`src/rtl/pc_sequencer.sv`:
```
// Registered PC sequencer with stall, relative branches and CALL/RET.
// Optional return-address stack enabled by PC_SEQUENCER_RAS_EN.
module pc_sequencer #(
  parameter int              PC_W      = 16,
  parameter int              RAS_DEPTH = 4,
  parameter logic [PC_W-1:0] RESET_PC  = '0
) (
  input  logic                       clk,
  input  logic                       rst_n,
  input  logic                       advance,
  input  logic                       branch_enable,
  input  logic [3:0]                 branch_type,
  input  logic [PC_W-1:0]            branch_offset,
  input  logic [1:0]                 stored_flags,
  output logic [PC_W-1:0]            pc,
  output logic                       taken,
  output logic [$clog2(RAS_DEPTH):0] ras_count,
  output logic                       ras_ovf,
  output logic                       ras_unf
);

  localparam int CNT_W = $clog2(RAS_DEPTH) + 1;

  localparam logic [3:0] BT_JMP  = 4'b1001;
  localparam logic [3:0] BT_BRZ  = 4'b1010;
  localparam logic [3:0] BT_BRNZ = 4'b1011;
  localparam logic [3:0] BT_BRNS = 4'b1100;
  localparam logic [3:0] BT_CALL = 4'b1101;
  localparam logic [3:0] BT_RET  = 4'b1110;

  logic [PC_W-1:0] r_pc;
  logic            r_taken;

  logic [PC_W-1:0] w_pc_inc;
  logic [PC_W-1:0] w_pc_rel;
  logic [PC_W-1:0] w_pc_nxt;
  logic            w_cond;
  logic            w_is_call;
  logic            w_is_ret;
  logic            w_taken;

`ifdef PC_SEQUENCER_RAS_EN
  localparam int PTR_W = $clog2(RAS_DEPTH);

  logic [PC_W-1:0]  r_ras [RAS_DEPTH];
  logic [PTR_W-1:0] r_wp;
  logic [CNT_W-1:0] r_cnt;
  logic             r_ovf;
  logic             r_unf;

  logic [PTR_W-1:0] w_rd_ptr;
  logic [PC_W-1:0]  w_ras_top;
  logic             w_ras_full;
  logic             w_ras_empty;
  logic             w_push;
  logic             w_pop;
  logic             w_unf;

  assign w_rd_ptr    = r_wp - PTR_W'(1);
  assign w_ras_top   = r_ras[w_rd_ptr];
  assign w_ras_full  = (r_cnt == CNT_W'(RAS_DEPTH));
  assign w_ras_empty = (r_cnt == '0);
`endif

  assign w_pc_inc = r_pc + PC_W'(1);
  assign w_pc_rel = r_pc + branch_offset;

  // Decode branch type into a taken condition and CALL/RET strobes.
  always_comb begin
    w_cond    = 1'b0;
    w_is_call = 1'b0;
    w_is_ret  = 1'b0;
    case (branch_type)
      BT_JMP:  w_cond = 1'b1;
      BT_BRZ:  w_cond = stored_flags[0];
      BT_BRNZ: w_cond = ~stored_flags[0];
      BT_BRNS: w_cond = ~stored_flags[1];
      BT_CALL: begin
        w_cond    = 1'b1;
        w_is_call = 1'b1;
      end
      BT_RET: begin
        w_is_ret = 1'b1;
`ifdef PC_SEQUENCER_RAS_EN
        w_cond   = ~w_ras_empty;
`else
        w_cond   = 1'b0;
`endif
      end
      default: w_cond = 1'b0;
    endcase
  end

  assign w_taken = branch_enable & w_cond;

`ifdef PC_SEQUENCER_RAS_EN
  assign w_push = advance & branch_enable & w_is_call;
  assign w_pop  = advance & w_taken & w_is_ret;
  assign w_unf  = advance & branch_enable & w_is_ret & w_ras_empty;
`endif

  // Select the next PC: sequential, relative target or return address.
  always_comb begin
    w_pc_nxt = w_pc_inc;
    if (w_taken) begin
`ifdef PC_SEQUENCER_RAS_EN
      if (w_is_ret) w_pc_nxt = w_ras_top;
      else          w_pc_nxt = w_pc_rel;
`else
      w_pc_nxt = w_pc_rel;
`endif
    end
  end

  // PC register and one-cycle redirect indicator; stall holds the PC.
  always_ff @(posedge clk or negedge rst_n) begin
    if (!rst_n) begin
      r_pc    <= RESET_PC;
      r_taken <= 1'b0;
    end else begin
      r_taken <= advance & w_taken;
      if (advance) r_pc <= w_pc_nxt;
    end
  end

`ifdef PC_SEQUENCER_RAS_EN
  // Stack storage; contents need no reset, only the pointers do.
  always_ff @(posedge clk) begin
    if (w_push) r_ras[r_wp] <= w_pc_inc;
  end

  // Circular pointer, occupancy and sticky error flags.
  always_ff @(posedge clk or negedge rst_n) begin
    if (!rst_n) begin
      r_wp  <= '0;
      r_cnt <= '0;
      r_ovf <= 1'b0;
      r_unf <= 1'b0;
    end else begin
      if (w_push) begin
        r_wp <= r_wp + PTR_W'(1);
        if (w_ras_full) r_ovf <= 1'b1;
        else            r_cnt <= r_cnt + CNT_W'(1);
      end else if (w_pop) begin
        r_wp  <= w_rd_ptr;
        r_cnt <= r_cnt - CNT_W'(1);
      end
      if (w_unf) r_unf <= 1'b1;
    end
  end

  assign ras_count = r_cnt;
  assign ras_ovf   = r_ovf;
  assign ras_unf   = r_unf;
`else
  assign ras_count = '0;
  assign ras_ovf   = 1'b0;
  assign ras_unf   = 1'b0;
`endif

  assign pc    = r_pc;
  assign taken = r_taken;

endmodule

```
`config.mk`:
```
export PLATFORM = sky130hd
export DESIGN_NAME = pc_sequencer
export DESIGN_NICKNAME = d
export VERILOG_FILES = /design/src/rtl/pc_sequencer.sv
export SDC_FILE = /design/constraint.sdc
export NUM_CORES = 1
export LEC_CHECK = 0
export ABC_CLOCK_PERIOD_IN_PS = 2700
export CAP_MARGIN = 40
export CORE_ASPECT_RATIO = 1.75
export CORE_MARGIN = 4
export CORE_UTILIZATION = 39
export CTS_BUF_LIST = sky130_fd_sc_hd__clkbuf_2 sky130_fd_sc_hd__clkbuf_4 sky130_fd_sc_hd__clkbuf_8
export DETAILED_ROUTE_END_ITERATION = 8
export PLACE_DENSITY = 0.74
export SYNTH_ARGS = -nofsm -noshare
export SYNTH_HDL_FRONTEND = slang
export SYNTH_SLANG_ARGS = --single-unit
```
`constraint.sdc`:
```
create_clock -name clk -period 2.7 [get_ports clk]
set_input_delay 0.405 -clock clk [delete_from_list [all_inputs] [get_ports clk]]
set_output_delay 0.405 -clock clk [all_outputs]
set_load 0.01 [all_outputs]
```
==> results.json, run 1 <==
{
  "cts.clk_slew.worst_paths_ps": 70,
  "avgSynthCellArea_sq_um": 9.07,
  "power_density_nw_per_um2": 808,
  "min_path_type": "in2async",
  "place_ws_ps": -777,
  "synth-main-ff-cell": "dfrtp_1",
  "drive_above_1_share": 0.422,
  "syn-cell-area_sq_um": 1550,
  "antenna_found_initial": 0,
  "grt_pass1_vias": 1730,
  "clock_sinks": 17,
  "slowest_delay_ps": 370,
  "numCtsBuffers": 3,
  "hold_violations": 0,
  "synth_edf_count": 0,
  "wire_per_inst_um": 15.9,
  "syn_to_final_growth_pct": 75.2,
  "ys_types": 40,
  "skew_ps": 4.23,
  "grt_first_pass_wirelength_um": 7580,
  "async_flop_share": 1.00,
  "slew_viol_final": 0,
  "cts_root_buf": "clkbuf_8",
  "layout_min_cycle_time_ps": 2860,
  "ys_ff_latch": 17,
  "cp_top_family": "simple AND/OR/NAND/NOR gates",
  "max_freq_mhz": 349,
  "startpoint_type": "input port",
  "worst_slack_ps": -164,
  "rsz0062_at_grt": "true",
  "yosysWarningCount": 0,
  "critPathSlowestCell": "or3_4",
  "seq_area_frac_synth": 0.274,
  "first_iter_violations": 48,
  "power.leakage_nw": 1.18,
  "cp.required_ps": 2840,
  "firstDrtPassIters": 4,
  "start_util": 0.401,
  "coreArea_sq_um": 3870,
  "synth_commonest_cells": "17 x dfrtp_1, 16 x a21oi_1, 15 x ha_1",
  "worstSetupPathType": "in2reg",
  "place.gp.congestion": 0.926,
  "dp.cells": 291,
  "die_h_um": 91.4,
  "grt_max_degree": 18,
  "route.detailed.drc": 0,
  "grt_overflow": 0,
  "boundaryPins": 48,
  "total_power_mw": 2.20,
  "row_count": 30,
  "die_area_sq_um": 5090,
  "setup_viol": 8,
  "postRouteAntennaNets": 0,
  "port_buffers": 42,
  "worstPathArrival_ps": 3010,
  "cts_tree": "built",
  "synth_top_area_frac": 0.274,
  "peakVddDrop_mv": 0.601,
  "fp.dieW_um": 55.7,
  "fin_crit_sh": 1.06,
  "clock_path_buffers": 2,
  "wl_um": 4840,
  "synth_top_cell_by_area": "dfrtp_1",
  "path_max_fanout": 3,
  "hpwl_um": 3440,
  "violations": "negative setup slack",
  "clkLatencyLatePin_ps": 250,
  "vias": 1627,
  "endpoint_kind": "register",
  "status": "complete, but fails checks",
  "final_net_count": 299,
  "fin_cells": 304,
  "drv_cap": 0,
  "synthCells": 171,
  "crit_chain": "buf_8 -> nor4bb_4 -> a211oi_2 -> buf_4 -> or3_4 -> ha_4 -> fa_2 -> a21o_1 -> a21oi_4 -> o32ai_4 -> nor2_2 -> xnor2_1 -> mux2_4",
  "via_per_inst": 5.35,
  "ctsHoldBuffers": 0,
  "ctsHtreeMaxLevel": 1,
  "n_antenna_cell": 0,
  "synth.most_common_cell": "dfrtp_1",
  "synth_area_leaders": "dfrtp_1 27%, ha_1 12%, mux2_2 5.8%",
  "crit_buf_inv": 2,
  "grt_util_all_layers": 0.182
}
final timing paths:
| kind | start | to | slack (ps) | cells after the start |
|---|---|---|---|---|
| max | branch_type[2] | pc[8]$_DFFE_PN0P_ | -160 | 13 |
| min | rst_n | pc[12]$_DFFE_PN0P_ | 480 | 2 |
| max reg2reg | pc[1]$_DFFE_PN0P_ | pc[15]$_DFFE_PN0P_ | 490 | 7 |
| min reg2reg | pc[15]$_DFFE_PN0P_ | pc[15]$_DFFE_PN0P_ | 510 | 1 |
| max in group asynchronous | rst_n | pc[9]$_DFFE_PN0P_ | 2000 | 2 |
| min in group clk | pc[15]$_DFFE_PN0P_ | pc[15]$_DFFE_PN0P_ | 510 | 1 |
metrics by stage:
step	hold slack (ps)	util	setup TNS, ps	cell area (sq um)
6_report	481	0.703	-605	2720
5_1_grt	510	0.703	-1880	2720
3_5_place_dp	504	0.629	-8030	2430
3_3_place_gp	493	0.629	-7280	2430
2_1_floorplan	109	-	-75.3	1750
4_1_cts	493	0.666	-469	2580
registers in the layout, summed over array words and instances (netlist names):
signal / flops
pc: 16
taken: 1
cells in the final DEF (no fill, tap or decap), types with 6 or more instances in the layout:
cell             count
buf_4               38
clkdlybuf4s50_1     37
dfrtp_1             17
a21oi_1             12
ha_4                11
nand2_1              9
and2_1               8
buf_6                8
a21o_1               7
xnor2_1              7
and2_4               6
where the power goes:
part	internal [mW]	switching [mW]
registers	0.371	0.147
clock network	0.103	0.0964
logic	0.858	0.622
total	1.33	0.865
cell type report:
cell class	instances	area, sq um
tap	48	60.1
inverter	5	18.8
clock buffer	3	41.3
sequential	17	425
clock inverter	1	5.00
multi-input combinational	144	1390
timing repair buffer	86	781
fill	308	1150
logic make-up (layout without fill, tap and decap cells):
logic type | after synthesis | after routing | synth area share
simple gates | 57 | 57 | 0.204
compound gates | 46 | 46 | 0.198
flops | 17 | 17 | 0.274
fa+ha+maj | 16 | 16 | 0.134
buf+inv | 14 | 95 | 0.0508
mux | 11 | 11 | 0.0806
xor+xnor | 9 | 9 | 0.0556
other cells | 1 | 5 | 0.00242
timing repair:
item,4_1_cts,5_1_grt
endpoints found under the setup margin,13,11
resized for setup,40,27
pin swaps,25,34
setup buffers,5,4
routing by layer:
metal | routed length, um | vias to the layer above | GRT usage
met5 | 0 | - | 0
met4 | 119 | 0 | 0.0791
met3 | 117 | 12 | 0.0213
met2 | 2820 | 40 | 0.353
met1 | 1790 | 790 | 0.188
li1 | - | 785 | -
Note: power is estimated with default switching activity, not from simulation.
==> inputs of run 2 (changes only) <==
ABC_AREA = 1   (was default)
CTS_BUF_LIST = default   (was sky130_fd_sc_hd__clkbuf_2 sky130_fd_sc_hd__clkbuf_4 sky130_fd_sc_hd__clkbuf_8)
PLACE_DENSITY = 0.73   (was 0.74)
==> run 2 against run 1 <==
  * The run now ends clean
  * Critical path depth increased by 3
  * Worst setup slack better by 310 ps
  * Synthesized area up 6.9%
  * Wire length fell by 7.0%
  * Via count up 9.2%
  * Die area rose by 6.0%
  * Hold slack gained 36 ps
  * Flip-flop and latch count unchanged
  * Design area is 16% lower
  * First-iteration DRC count fell by 21%
  * Sequential power decreased by 17%
==> results.json, run 2 <==
{
  "status": "finished clean",
  "synth.most_common_cell": "nand2_1",
  "syn-cell-area_sq_um": 1660,
  "ys_ff_latch": 17,
  "grt_pass1_vias": 1779,
  "hold_violations": 0,
  "reg2reg_depth": 10,
  "layout_commonest_cell": "nand2_1",
  "synth_xor_area_frac": 0.0211,
  "postPlaceCellArea_sq_um": 2230,
  "yosysWarningCount": 0,
  "async_flop_share": 1.00,
  "first_iter_violations": 38,
  "cts_root_buf": "clkbuf_8",
  "layout_min_cycle_time_ps": 2560,
  "worstSetupPathType": "in2reg",
  "die_area_sq_um": 5400,
  "synth_area_leaders": "dfrtp_1 26%, nand2_1 21%, ha_1 11%",
  "numCtsBuffers": 3,
  "via_per_inst": 4.79,
  "r2r-end": "pc[10]$_DFFE_PN0P_",
  "wl_met2_um": 2590,
  "wire_per_inst_um": 12.1,
  "whs_endpoint": "pc[11]$_DFFE_PN0P_",
  "peakVddDrop_mv": 0.412,
  "min_path_type": "reg2reg",
  "max_freq_mhz": 391,
  "synth_top_cell_by_area": "dfrtp_1",
  "hold_slack_ps": 517,
  "slew-limit-headroom": 0.430,
  "path_max_fanout": 4,
  "fin_crit_sh": 0.948,
  "place.gp.congestion": 0.892,
  "route.met3.wl_um": 101,
  "final_net_count": 365,
  "dp.cells": 367,
  "synth_edf_count": 0,
  "fin_cells": 371,
  "startpoint": "branch_type[2]",
  "setup_viol": 0,
  "cts.clk_slew.worst_paths_ps": 70,
  "holdPathStages": 2,
  "tightest_slew_ps": 853,
  "synth_compound_area_frac": 0.0883,
  "drv_cap": 0,
  "fp.dieW_um": 57.3,
  "die_h_um": 94.3,
  "power_density_nw_per_um2": 656,
  "startpoint_type": "input port",
  "synthCells": 264,
  "cp.required_ps": 2850,
  "worst_slack_ps": 141,
  "hpwl_um": 3590,
  "min_from": "pc[11]$_DFFE_PN0P_",
  "slew_viol_final": 0,
  "met1_length_um": 1710,
  "multi_input_area_sq_um": 1060,
  "drive_above_1_share": 0.112,
  "wl_um": 4500,
  "postRouteAntennaNets": 0,
  "r2r_start": "pc[0]$_DFFE_PN0P_",
  "antenna_found_initial": 0,
  "ys_types": 27,
  "skew_ps": 1.31,
  "worstPathArrival_ps": 2710,
  "place_ws_ps": -204,
  "synth-simple-area-share": 0.385,
  "avgSynthCellArea_sq_um": 6.28,
  "boundaryPins": 48,
  "route.detailed.drc": 0,
  "ctsHtreeMaxLevel": 1,
  "rsz0062_at_grt": "true",
  "syn_to_final_growth_pct": 38.0,
  "finish.instance_area_sq_um": 2290,
  "synth_top_family_by_area": "simple AND/OR/NAND/NOR gates",
  "vias": 1777,
  "endpoint_kind": "register",
  "clock_path_buffers": 2,
  "cts_tree": "built",
  "n_antenna_cell": 0,
  "row_count": 31,
  "coreArea_sq_um": 4110,
  "grt_overflow": 0,
  "firstDrtPassIters": 4,
  "clkLatencyLatePin_ps": 260,
  "largest_reg_flops": 16,
  "synth-main-ff-cell": "dfrtp_1",
  "regArea_sq_um": 425,
  "seq_area_frac_synth": 0.257,
  "synth_commonest_cells": "91 x nand2_1, 36 x inv_1, 26 x nor2_1",
  "synthAdderAreaFrac": 0.125,
  "start_util": 0.403,
  "fillers": 434,
  "r2r_slack_ps": 890,
  "synth_top_area_frac": 0.257,
  "clock_sinks": 17,
  "grt_first_pass_wirelength_um": 7400,
  "power.leakage_nw": 1.27,
  "final_cell_mix": "87 x nand2_1, 41 x clkdlybuf4s50_1, 36 x inv_1, 26 x nor2_1, 21 x nand3_1",
  "grt_util_all_layers": 0.174,
  "grt_max_degree": 24,
  "highest_layer": "met4",
  "port_buffers": 42,
  "fin_setup_tns_ps": 0,
  "muxShareOfSynthArea": 0
}
-- run 2: cells by family after synthesis --
group,Yosys count
other cells,1
simple gates,152
flops,17
buf+inv,48
fa+ha+maj,16
xor+xnor,4
compound gates,26
-- run 2: report_power, final --
part	total, mW	leakage [nW]	internal (mW)	switching (mW)
Sequential	0.432	0.217	0.346	0.0869
Clock	0.203	0.0255	0.103	0.0999
Combinational	0.867	1.03	0.445	0.422
Total	1.50	1.27	0.893	0.608
-- run 2: metrics by stage --
stage	util	power, mW
detailed placement	0.542	1.30
floorplan	-	0.870
global placement	0.542	1.28
CTS	0.553	1.51
global route	0.557	1.63
finish	0.557	1.50
-- run 2: cell type report --
class / instances / area share
sequential: 17 / 0.186
clock buffer: 3 / 0.0180
timing repair buffer: 59 / 0.241
clock inverter: 1 / 0.00219
multi-input combinational: 203 / 0.463
inverter: 39 / 0.0640
tap: 49 / 0.0268
-- run 2: worst max path at each step --
| stage | end | slack, ps | depth (start not counted) |
|---|---|---|---|
| 6_report | pc[10]$_DFFE_PN0P_ | 140 | 16 |
| 3_5_place_dp | pc[10]$_DFFE_PN0P_ | -200 | 16 |
| 5_1_grt | pc[10]$_DFFE_PN0P_ | -50 | 16 |
| 3_3_place_gp | pc[14]$_DFFE_PN0P_ | -170 | 16 |
| 4_1_cts | pc[14]$_DFFE_PN0P_ | 60 | 16 |
| 2_1_floorplan | pc[14]$_DFFE_PN0P_ | 330 | 15 |
-- run 2: routing by layer --
metal	vias up	global-route usage
met3	9	0.0165
li1	933	-
met4	0	0.0677
met1	810	0.177
met5	-	0
met2	25	0.349
-- run 2: repair_timing --
| action | CTS | global route |
|---|---|---|
| hold buffers | 0 | 0 |
| gates resized for setup | 0 | 6 |
| setup buffers | 0 | 0 |
| setup endpoints to repair | 0 | 5 |
-- run 2: critical path, stage by stage --
cell and delay, ps:
clkdlybuf4s50_1 420, nand2_1 70, nand3_1 60, nor2_1 120, nand2_1 80, or2_2 280
ha_1 220, fa_2 350, nand3_1 100, nand2_2 80, nand3_1 90, nand2_2 100
nand2_2 100, nand3b_1 90, nand3_1 100, nand2_1 50
